## config.mk

```make
export PLATFORM = sky130hd
export DESIGN_NAME = alu_ctrl
export DESIGN_NICKNAME = d
export VERILOG_FILES = /design/src/rtl/alu_pkg.sv /design/src/rtl/alu_ctrl_decode.sv /design/src/rtl/alu_ctrl.sv
export SDC_FILE = /design/constraint.sdc
export NUM_CORES = 1
export LEC_CHECK = 0
export BUFFER_PORTS_ARGS = -buffer_cell sky130_fd_sc_hd__buf_2
export CAP_MARGIN = 20
export CORE_MARGIN = 3
export CORE_UTILIZATION = 40
export DETAILED_ROUTE_END_ITERATION = 16
export PLACE_DENSITY_LB_ADDON = 0.3
export REMOVE_ABC_BUFFERS = 1
export SETUP_SLACK_MARGIN = 0.15
export SYNTH_ARGS = -nofsm -noshare
export SYNTH_HDL_FRONTEND = slang
export SYNTH_HIERARCHICAL = 1
export SYNTH_SLANG_ARGS = --single-unit
export TNS_END_PERCENT = 50
```

## constraint.sdc

```tcl
create_clock -name clk -period 3.25 [get_ports clk]
set_input_delay 0.65 -clock clk [delete_from_list [all_inputs] [get_ports clk]]
set_output_delay 0.65 -clock clk [all_outputs]
set_load 0.01 [all_outputs]
```

## src/rtl/alu_pkg.sv

```systemverilog
// alu_pkg: constants shared by the ALU controller and the external ALU.
//   - Opcode encodings (5-bit), with the last legal opcode marking the legal range.
//   - Register-select codes for the dst/src fields of an instruction.
//   - Controller FSM state encoding.
package alu_pkg;

    // Opcodes the controller treats specially; the rest of 5'b00000-5'b10001 are
    // plain register-writing ALU operations.
    localparam logic [4:0] OpAdd       = 5'b00000;
    localparam logic [4:0] OpMov       = 5'b00100;
    localparam logic [4:0] OpDiv       = 5'b01000;
    localparam logic [4:0] OpMod       = 5'b01001;
    localparam logic [4:0] OpCmp       = 5'b01110;
    localparam logic [4:0] OpTst       = 5'b01111;
    localparam logic [4:0] OpLastLegal = 5'b10001;

    // Register-select codes; SelZero reads as 0 and discards writes.
    localparam logic [1:0] SelAcc  = 2'b00;
    localparam logic [1:0] SelX    = 2'b01;
    localparam logic [1:0] SelY    = 2'b10;
    localparam logic [1:0] SelZero = 2'b11;

    typedef enum logic [1:0] {
        StIdle = 2'b00,
        StExec = 2'b01,
        StWb   = 2'b10
    } alu_state_e;

endpackage

```

## src/rtl/alu_ctrl_decode.sv

```systemverilog
// alu_ctrl_decode: combinational opcode classification for the ALU controller.
// Ports:
//   opcode_i      5-bit opcode
//   legal_o       opcode is in the legal range
//   writes_reg_o  result goes to the dst register (excludes MOV, CMP, TST)
//   flags_only_o  CMP/TST: flags update only
//   is_mov_o      MOV: result written to the register named by the ALU
//   is_divmod_o   DIV or MOD
module alu_ctrl_decode
    import alu_pkg::*;
(
    input  logic [4:0] opcode_i,
    output logic       legal_o,
    output logic       writes_reg_o,
    output logic       flags_only_o,
    output logic       is_mov_o,
    output logic       is_divmod_o
);

    always_comb begin
        legal_o      = (opcode_i <= OpLastLegal);
        is_mov_o     = (opcode_i == OpMov);
        flags_only_o = (opcode_i == OpCmp) || (opcode_i == OpTst);
        is_divmod_o  = (opcode_i == OpDiv) || (opcode_i == OpMod);
        writes_reg_o = legal_o && !flags_only_o && !is_mov_o;
    end

endmodule

```

## src/rtl/alu_ctrl.sv

```systemverilog
// alu_ctrl: three-state (IDLE -> EXEC -> WB) controller that sequences one
// instruction at a time through an external combinational ALU and owns the
// architectural registers acc, x, y and the {N,Z,C,V} flags.
// Ports:
//   clk, rst                 clock, synchronous active-high reset
//   instr_valid/instr_ready  instruction handshake (ready only in IDLE)
//   instr, imm               instruction word and immediate operand B
//   alu_op/alu_a/alu_b       ALU drive, non-zero only in EXEC
//   alu_result/alu_address/alu_flags  combinational ALU returns
//   acc, x, y, flags         architectural state
//   done, err                one-cycle pulses during WB
// Configuration:
//   ALU_CTRL_DIVZERO_TRAP_EN  when defined, DIV/MOD with a zero divisor faults
//                             (no writes, err=1) instead of committing.
module alu_ctrl
    import alu_pkg::*;
#(
    parameter int unsigned W = 16
) (
    input  logic         clk,
    input  logic         rst,
    input  logic         instr_valid,
    output logic         instr_ready,
    input  logic [15:0]  instr,
    input  logic [W-1:0] imm,
    output logic [4:0]   alu_op,
    output logic [W-1:0] alu_a,
    output logic [W-1:0] alu_b,
    input  logic [W-1:0] alu_result,
    input  logic [1:0]   alu_address,
    input  logic [3:0]   alu_flags,
    output logic [W-1:0] acc,
    output logic [W-1:0] x,
    output logic [W-1:0] y,
    output logic [3:0]   flags,
    output logic         done,
    output logic         err
);

    alu_state_e   state_q;
    // Only instr[15:6] carries meaning; the reserved low bits are not kept.
    logic [15:6]  instr_q;
    logic [W-1:0] imm_q;
    logic [W-1:0] acc_q, x_q, y_q;
    logic [3:0]   flags_q;
    logic         done_q, err_q;

    logic [4:0]   opcode;
    logic [1:0]   dst_sel, src_sel;
    logic         use_imm;
    logic         legal, writes_reg, flags_only, is_mov, is_divmod;
    logic [W-1:0] dst_val, src_val;
    logic         div_fault, commit, wr_en;
    logic [1:0]   wr_sel;

    assign opcode  = instr_q[15:11];
    assign dst_sel = instr_q[10:9];
    assign src_sel = instr_q[8:7];
    assign use_imm = instr_q[6];

    alu_ctrl_decode u_decode (
        .opcode_i     (opcode),
        .legal_o      (legal),
        .writes_reg_o (writes_reg),
        .flags_only_o (flags_only),
        .is_mov_o     (is_mov),
        .is_divmod_o  (is_divmod)
    );

    // Register file read ports.
    always_comb begin
        dst_val = '0;
        case (dst_sel)
            SelAcc:  dst_val = acc_q;
            SelX:    dst_val = x_q;
            SelY:    dst_val = y_q;
            default: dst_val = '0;
        endcase
        src_val = '0;
        case (src_sel)
            SelAcc:  src_val = acc_q;
            SelX:    src_val = x_q;
            SelY:    src_val = y_q;
            default: src_val = '0;
        endcase
    end

    // ALU drive; MOV passes the destination code on A so the ALU can echo it
    // back on alu_address.
    always_comb begin
        alu_op = '0;
        alu_a  = '0;
        alu_b  = '0;
        if (state_q == StExec) begin
            alu_op = opcode;
            alu_a  = is_mov ? {{(W-2){1'b0}}, dst_sel} : dst_val;
            alu_b  = use_imm ? imm_q : src_val;
        end
    end

`ifdef ALU_CTRL_DIVZERO_TRAP_EN
    assign div_fault = is_divmod && (alu_b == '0);
`else
    assign div_fault = is_divmod && 1'b0;
`endif

    assign commit = legal && !div_fault;
    assign wr_en  = commit && (writes_reg || is_mov);
    assign wr_sel = is_mov ? alu_address : dst_sel;

    always_ff @(posedge clk) begin
        if (rst) begin
            state_q <= StIdle;
            instr_q <= '0;
            imm_q   <= '0;
            acc_q   <= '0;
            x_q     <= '0;
            y_q     <= '0;
            flags_q <= '0;
            done_q  <= 1'b0;
            err_q   <= 1'b0;
        end else begin
            case (state_q)
                StIdle: begin
                    done_q <= 1'b0;
                    err_q  <= 1'b0;
                    if (instr_valid) begin
                        instr_q <= instr[15:6];
                        imm_q   <= imm;
                        state_q <= StExec;
                    end
                end
                StExec: begin
                    if (wr_en) begin
                        case (wr_sel)
                            SelAcc:  acc_q <= alu_result;
                            SelX:    x_q   <= alu_result;
                            SelY:    y_q   <= alu_result;
                            default: ;
                        endcase
                    end
                    if (commit) begin
                        flags_q <= alu_flags;
                    end
                    done_q  <= 1'b1;
                    err_q   <= !commit;
                    state_q <= StWb;
                end
                StWb: begin
                    done_q  <= 1'b0;
                    err_q   <= 1'b0;
                    state_q <= StIdle;
                end
                default: begin
                    done_q  <= 1'b0;
                    err_q   <= 1'b0;
                    state_q <= StIdle;
                end
            endcase
        end
    end

    assign instr_ready = (state_q == StIdle);
    assign acc         = acc_q;
    assign x           = x_q;
    assign y           = y_q;
    assign flags       = flags_q;
    assign done        = done_q;
    assign err         = err_q;

endmodule

```

== Word level (Yosys, flattened, before mapping) ==
Index checks and enable logic that the tools add are counted.

* $lt $le $gt $ge: 1
* Equality and inequality tests: 11
* Multiplexer cells: 11
* Bitwise operators: 1
* Reduce and logical (&&, ||, !) cells: 18

{| class="wikitable"
|+ Operator list
! operator !! count
|-
| case mux 16 bit (3 select lines) || 2
|-
| 2-to-1 mux 16 bit || 4
|-
| == test 5 x 4 -> 1 bit (second input constant) || 2
|-
| AND reduction 3 bit || 3
|-
| == test 2 x 1 -> 1 bit (second input constant) || 4
|-
| logical NOT 2 bit || 4
|-
| == test 2 bit (second input constant) || 3
|-
| == test 5 x 3 -> 1 bit (second input constant) || 1
|-
| <= comparator 5 bit (second input constant) || 1
|-
| 2-to-1 mux 5 bit || 1
|-
| 2-to-1 mux 2 bit || 2
|-
| case mux 2 bit (2 select lines) || 1
|-
| AND reduction 2 bit || 2
|-
| logical AND 1 bit || 3
|-
| logical NOT 1 bit || 3
|-
| logical OR 1 bit || 2
|-
| != test 2 bit (second input constant) || 1
|-
| OR reduction 2 bit || 1
|-
| 2-to-1 mux 1 bit || 1
|-
| NOT 1 bit || 1
|}

* Register bits after elaboration: 82
* Input port bits: 57
* Output and inout port bits: 92
* Word-level logic and storage cells: 51

== Depth between registers and ports, before layout ==
Gate-level depths: netlist (run 1).

* Depth in word-level cells: 8
* Mapped depth: 8
* Depth with buffers taken out: 5

== Cells and area by module ==
Netlist (run 1), hierarchy kept.

{| class="wikitable"
|+ By module, submodules not included
! module !! times used !! cells an instance !! area each (sq um) !! sequential area each (sq um)
|-
| alu_ctrl || 1 || 467 || 4324.1 || 1641.6
|-
| alu_ctrl_decode || 1 || 8 || 67.6 || 0.0
|}

== Worst setup path after synthesis (run 1) ==
No wires, ideal clock.

* Kind: flip-flop to output port
* Start point: register instr_q[12] (netlist bit)
* End point: output alu_a[1]
* Arrival time: 1644 ps
* Required time: 2600 ps
* Path slack: 956 ps
* Cell stages (with the launch flop): 8
* Path buffers: 2
* Cells stage by stage: dfxtp_1 > nor3_1 > and3b_2 > buf_6 > buf_6 > or3b_1 > a21o_1 > a21oi_1

* Word-level cells in the longest chain between the ends: 3

{| class="wikitable"
|+ Ends and longest elaborated chain
! element !! RTL line !! source
|-
| start, declared || alu_ctrl.sv:42 || <nowiki>logic [15:6] instr_q;</nowiki>
|-
| start signal, assigned || alu_ctrl.sv:128 || <nowiki>instr_q <= instr[15:6];</nowiki>
|-
| == test 5 x 3 -> 1 bit || alu_ctrl_decode.sv:22 || <nowiki>is_mov_o = (opcode_i == OpMov);</nowiki>
|-
| via is_mov || alu_ctrl.sv:51 || <nowiki>logic legal, writes_reg, flags_only, is_mov, is_divmod;</nowiki>
|-
| 2-to-1 mux 16 bit || alu_ctrl.sv:96 || <nowiki>alu_a = is_mov ? {{(W-2){1'b0}}, dst_sel} : dst_val;</nowiki>
|-
| 2-to-1 mux 16 bit || alu_ctrl.sv:94 || <nowiki>if (state_q == StExec) begin</nowiki>
|-
| end, declared || alu_ctrl.sv:27 || <nowiki>output logic [W-1:0] alu_a,</nowiki>
|}

The timed path passes the listed nets, and every way through them passes these cells.

== Worst setup path after layout (run 1) ==
* Start point: register instr_q[14] (netlist bit)
* End point: output alu_a[14]

Same word-level chain as after synthesis.

==> results.toml, run 1 <==
[run_status]
status = "finished clean"

[drt]
drt-initial-drc-count = 286
drcViolationCount = 0
routed_wirelength_um = 12900
dr_total_vias = 3896
wl_per_cell_um = 17.4
detail-route-antenna-nets = 0
first_drt_pass_iteration_count = 4
post_dr_vias_cell = 5.24

[power_and_ir_drop]
report.power.total_w = 0.00242
p_leak_nw = 2.51
vdd_ir_drop_max_v = 0.000165
power_density_mw_per_mm2 = 445

[finish]
finalNonFillerCells = 743
num-fill-cells = 997
layout.nets = 659
layout.area.seq_mm2 = 0.00164
multi_input_comb_area_mm2 = 0.00252
drive_gt1_share_pct = 34.4
antenna_cells_inserted = 0
layout-area-overhead-vs-synth_pct = 24.2

[clocking]
cts_tree = "yes"
cts_post_setup_buffers_inserted = 0
cts_buffers = 9
clkTransAtPathRegs_ps = 80
post_cts_resized = 0
clk_root_buffer_cell = "sky130_fd_sc_hd__clkbuf_8"
cts_htree_levels = 3
clock_latency_ps = 360
cts_hold_buf = 0
tritoncts_num_sinks = 82
ctsLongestPathBuffers = 2

[critical_path]
critical_path_peak_fanout = 17
timing.setup.critical_path_class = "flop to output pin"
critPathRequiredTime_ps = 2600
timing.critical_path.cells = "nor3_1 -> and3b_2 -> a21oi_1 -> nand2_2 -> buf_4 -> a21oi_1 -> buf_2"
cell_with_the_biggest_individual_delay_on_the_critical_path = "sky130_fd_sc_hd__and3b_2"
critical_path.startpoint_type = "flop"
critical_path_arrival_ps = 2210
worst_path_largest_cell_delay_ps = 480
worst_path_most_repeated_cell = "sky130_fd_sc_hd__a21oi_1"
crit_path_end_kind = "output pin"

[sta]
worst_slack_ps = 387
fin_worst_skew_ps = 10.7
fin_hold_ws_ps = 457
timing_hold_violations_final = 0
crit_share_post_route_pct = 88.1
fmax_ghz = 0.349
timing.final.max_slew_violations = 0
minimum_clock_period_after_layout_ps = 2860
rsz0062_at_grt = "false"
tightestPinTransition_ps = 918
max-slew-margin-rel_pct = 38.8
finalSetupViolations = 0

[die]
die_outline_area_mm2 = 0.0122
design.core.area_mm2 = 0.0105
dieWidth_um = 111
placementRows = 37
initial_utilization_pct = 41.8
boundaryPins = 149
die-height_um = 111

[place]
dpl.cell_count = 727
gp_congestion = 0.793
place_worst_setup_slack_ps = 610
count_of_buffers_inserted_at_the_top_level_ports = 142
post_detailed_placement_half_perimeter_wirelength_um = 9010

[synth]
syn_avg_cell_area_um2 = 9.24
post_synth_instance_area_mm2 = 0.00437
yosysWarnings = 6
netlist_instances = 473

[global_route]
grt_remaining_overflow = 0
wire_length_of_the_first_global_routing_pass_um = 20700
grt_start_max_net_pins = 54
grt_antenna_before_repair = 1
number_of_global_route_vias_before_repair = 3931
grt_usage_pct = 20.9

[worst_hold_path]
worst_hold_path_class = "flop to flop"

[flow_run]
drv.max_cap_violation_count = 0
==> state kept, by name, indices dropped and copies added (netlist names) <==
signal   flops
acc         16
instr_q     10
y           16
done         1
imm_q       16
state_q      2
x           16
err          1
flags        4
==> layer usage <==
metal	global-route usage (%)	share of wire, %	up-vias
li1	-	-	1877
met1	26.9	44	1849
met4	8.46	2.2	2
met2	34.6	48	142
met5	0	0.054	-
met3	3.67	5.9	26
==> worst max-delay path: cells and delay by family, from the launching register on <==
family	cells	cell delay, ps
buf+inv	2	350
compound gates	2	140
flops	1	350
simple gates	3	1010
==> worst paths after layout <==
check | from | end | slack (ps) | depth (start not counted)
worst max-delay path | instr_q[14] | alu_a[14] | 390 | 7
worst min-delay path | flags[0] | flags[0] | 460 | 2
worst max register to register | instr_q[14] | acc[12] | 960 | 5
worst min register to register | flags[0] | flags[0] | 460 | 2
==> cell type report <==
type / count / area share (%)
Multi-Input combinational cell: 352 / 46.4
Sequential cell: 82 / 30.2
Timing Repair Buffer: 156 / 15.3
Tap cell: 136 / 3.14
Clock buffer: 11 / 2.60
Clock inverter: 5 / 2.31
Inverter: 1 / 0.0692
==> cells in the final DEF, fill, tap and decap left out, types with 2 or more instances in the layout <==
master,instances
sky130_fd_sc_hd__nor3_1,3
sky130_fd_sc_hd__mux2i_1,105
sky130_fd_sc_hd__buf_4,13
sky130_fd_sc_hd__dfxtp_1,82
sky130_fd_sc_hd__o21ai_0,17
sky130_fd_sc_hd__buf_2,142
sky130_fd_sc_hd__and2_1,5
sky130_fd_sc_hd__a2bb2oi_1,7
sky130_fd_sc_hd__nand2b_1,64
sky130_fd_sc_hd__nor2_1,34
sky130_fd_sc_hd__nor2b_2,3
sky130_fd_sc_hd__nor3b_2,3
sky130_fd_sc_hd__and3b_1,2
sky130_fd_sc_hd__or2_2,23
sky130_fd_sc_hd__a21oi_1,46
sky130_fd_sc_hd__nor2b_1,3
sky130_fd_sc_hd__nand2_1,18
sky130_fd_sc_hd__o221a_2,2
sky130_fd_sc_hd__o221ai_4,2
sky130_fd_sc_hd__bufinv_16,4
sky130_fd_sc_hd__clkbuf_8,10
==> power breakdown <==
group,total (W),switching [W],internal [W]
Clock,0.000978,0.000370,0.000608
Combinational,0.000355,0.000195,0.000160
Sequential,0.00108,0.0000400,0.00104
Total,0.00242,0.000605,0.00181
==> stage by stage <==
stage                     TNS [ps]  util, %  cell area, µm²
after floorplan             -17870        -            4140
after global placement           0     49.3            5160
after detailed placement         0     49.3            5160
after CTS                        0     51.9            5430
after global routing             0     51.9            5430
final                            0     51.9            5430
Power figures use the tool's default switching activity.
==> run 2: changes to the inputs <==
- clock period: 3.25 -> 3.1 ns (I/O delays scaled with it)
==> results.toml, run 2 (synthesis gave the netlist of run 1 again) <==
[run_status]
status = "finished clean"

[die]
dieWidth_um = 111
die_outline_area_mm2 = 0.0122
die-height_um = 111
boundaryPins = 149
initial_utilization_pct = 41.8
placementRows = 37
design.core.area_mm2 = 0.0105

[clocking]
cts_buffers = 9
cts_htree_levels = 3
clock_latency_ps = 350
clk_root_buffer_cell = "sky130_fd_sc_hd__clkbuf_8"
post_cts_resized = 0
cts_tree = "yes"
tritoncts_num_sinks = 82
ctsLongestPathBuffers = 2
clkTransAtPathRegs_ps = 80

[finish]
drive_gt1_share_pct = 35.0
num-fill-cells = 1006
layout.nets = 664
layout-area-overhead-vs-synth_pct = 24.3
antenna_cells_inserted = 0
most-common-layout-cells = "142 x sky130_fd_sc_hd__buf_2, 105 x sky130_fd_sc_hd__mux2i_1, 82 x sky130_fd_sc_hd__dfxtp_1, 64 x sky130_fd_sc_hd__nand2b_1, 46 x sky130_fd_sc_hd__a21oi_1"
layout.area.seq_mm2 = 0.00164
layout_commonest_cell = "sky130_fd_sc_hd__buf_2"
multi_input_comb_area_mm2 = 0.00251

[sta]
fin_setup_tns_ps = 0
timing.final.max_slew_violations = 0
fin_worst_skew_ps = 11.5
rsz0062_at_grt = "false"
timing_hold_violations_final = 0
finalSetupViolations = 0
minimum_clock_period_after_layout_ps = 2790
crit_share_post_route_pct = 89.9
fin_hold_ws_ps = 459
fmax_ghz = 0.359
max-slew-margin-rel_pct = 37.5
tightestPinTransition_ps = 937

[place]
count_of_buffers_inserted_at_the_top_level_ports = 142
post_detailed_placement_half_perimeter_wirelength_um = 9030
gp_congestion = 0.831

[global_route]
grt_start_max_net_pins = 44
grt_usage_pct = 20.8
grt_antenna_before_repair = 1
grt_remaining_overflow = 0
number_of_global_route_vias_before_repair = 3886
wire_length_of_the_first_global_routing_pass_um = 20500

[drt]
wl_per_cell_um = 17.3
post_route_m1_wl_um = 5840
drcViolationCount = 0
dr_total_vias = 3905
post_dr_vias_cell = 5.22
met2_wirelength_from_detailed_routing_um = 6180
detail-route-antenna-nets = 0
drt-initial-drc-count = 186
routed_wirelength_um = 12900
highest_layer = "met5"
first_drt_pass_iteration_count = 6
routed-wl-met3_um = 697

[power_and_ir_drop]
power_density_mw_per_mm2 = 445
p_leak_nw = 2.52
vdd_ir_drop_max_v = 0.000199

[worst_hold_path]
hold-path-endpoint = "flags[3]"
worst_hold_path_class = "flop to flop"
holdCritStartpoint = "flags[3]"
holdPathStages = 2

[critical_path]
timing.setup.critical_path_class = "flop to output pin"
critical_path_peak_fanout = 16
r2r-start = "instr_q[14]"
critical_path_arrival_ps = 2170
reg_to_reg_endpoint = "acc[11]"
reg2reg_setup_slack_ps = 660
crit_path_end_kind = "output pin"
critical_path.startpoint_type = "flop"
r2r_cells = 7
critPathRequiredTime_ps = 2480

[flow_run]
drv.max_cap_violation_count = 0
run 2: cell types whose count changed in the layout (fill, tap and decap cells not counted), sizes merged:
cell      delta
clkinvlp     +1
clkbuf       +1
bufinv       -2
buf          +5
run 2: critical path, stage by stage, from the launching register on:
cell and delay, ps:
sky130_fd_sc_hd__dfxtp_1 490, sky130_fd_sc_hd__nor2b_2 780, sky130_fd_sc_hd__a21oi_1 160, sky130_fd_sc_hd__a21oi_1 220, sky130_fd_sc_hd__buf_2 160
run 2: stage by stage:
| step | util (%) | cells | total power [W] | cell area (µm²) | setup slack [ps] |
|---|---|---|---|---|---|
| after global routing | 51.9 | 748 | 0.00252 | 5430 | 159 |
| after CTS | 51.9 | 748 | 0.00244 | 5430 | 329 |
| after floorplan | - | 435 | 0.00137 | 4140 | -788 |
| final | 51.9 | 748 | 0.00242 | 5430 | 313 |
| after detailed placement | 49.5 | 730 | 0.00154 | 5180 | 545 |
| after global placement | 49.5 | 730 | 0.00153 | 5180 | 642 |
run 2: cell type report:
| type | instances | share of cell area [%] |
|---|---|---|
| inverter | 1 | 0.0691 |
| timing repair buffer | 161 | 15.9 |
| multi-input combinational | 352 | 46.3 |
| clock buffer | 12 | 3.04 |
| tap | 136 | 3.13 |
| sequential | 82 | 30.2 |
| clock inverter | 4 | 1.34 |
run 2: repair_timing:
action,in CTS,in global routing
hold buffers,0,0
setup buffers,2,0
setup endpoints to repair,1,0
run 2: worst max path at each step:
stage | startpoint | to | slack [ps] | cells after the start
floorplan | instr_valid | instr_q[10] | -790 | 3
global placement | instr_q[14] | alu_a[3] | 640 | 7
detailed placement | instr_q[14] | alu_a[3] | 550 | 7
CTS | instr_q[8] | alu_b[13] | 330 | 4
global route | instr_q[8] | alu_b[8] | 160 | 4
finish | instr_q[8] | alu_b[13] | 310 | 4
run 2: power breakdown:
group / switching [W] / internal, W / leakage [nW] / total (W)
Clock: 0.000384 / 0.000519 / 0.119 / 0.000903
Combinational: 0.000206 / 0.000172 / 1.73 / 0.000378
Sequential: 0.0000411 / 0.00110 / 0.667 / 0.00114
run 2: metal layers:
| layer | global-route usage [%] | vias up |
|---|---|---|
| met5 | 0 | - |
| met4 | 8.46 | 2 |
| met3 | 3.73 | 20 |
| met2 | 34.3 | 131 |
| met1 | 26.8 | 1858 |
| li1 | - | 1894 |
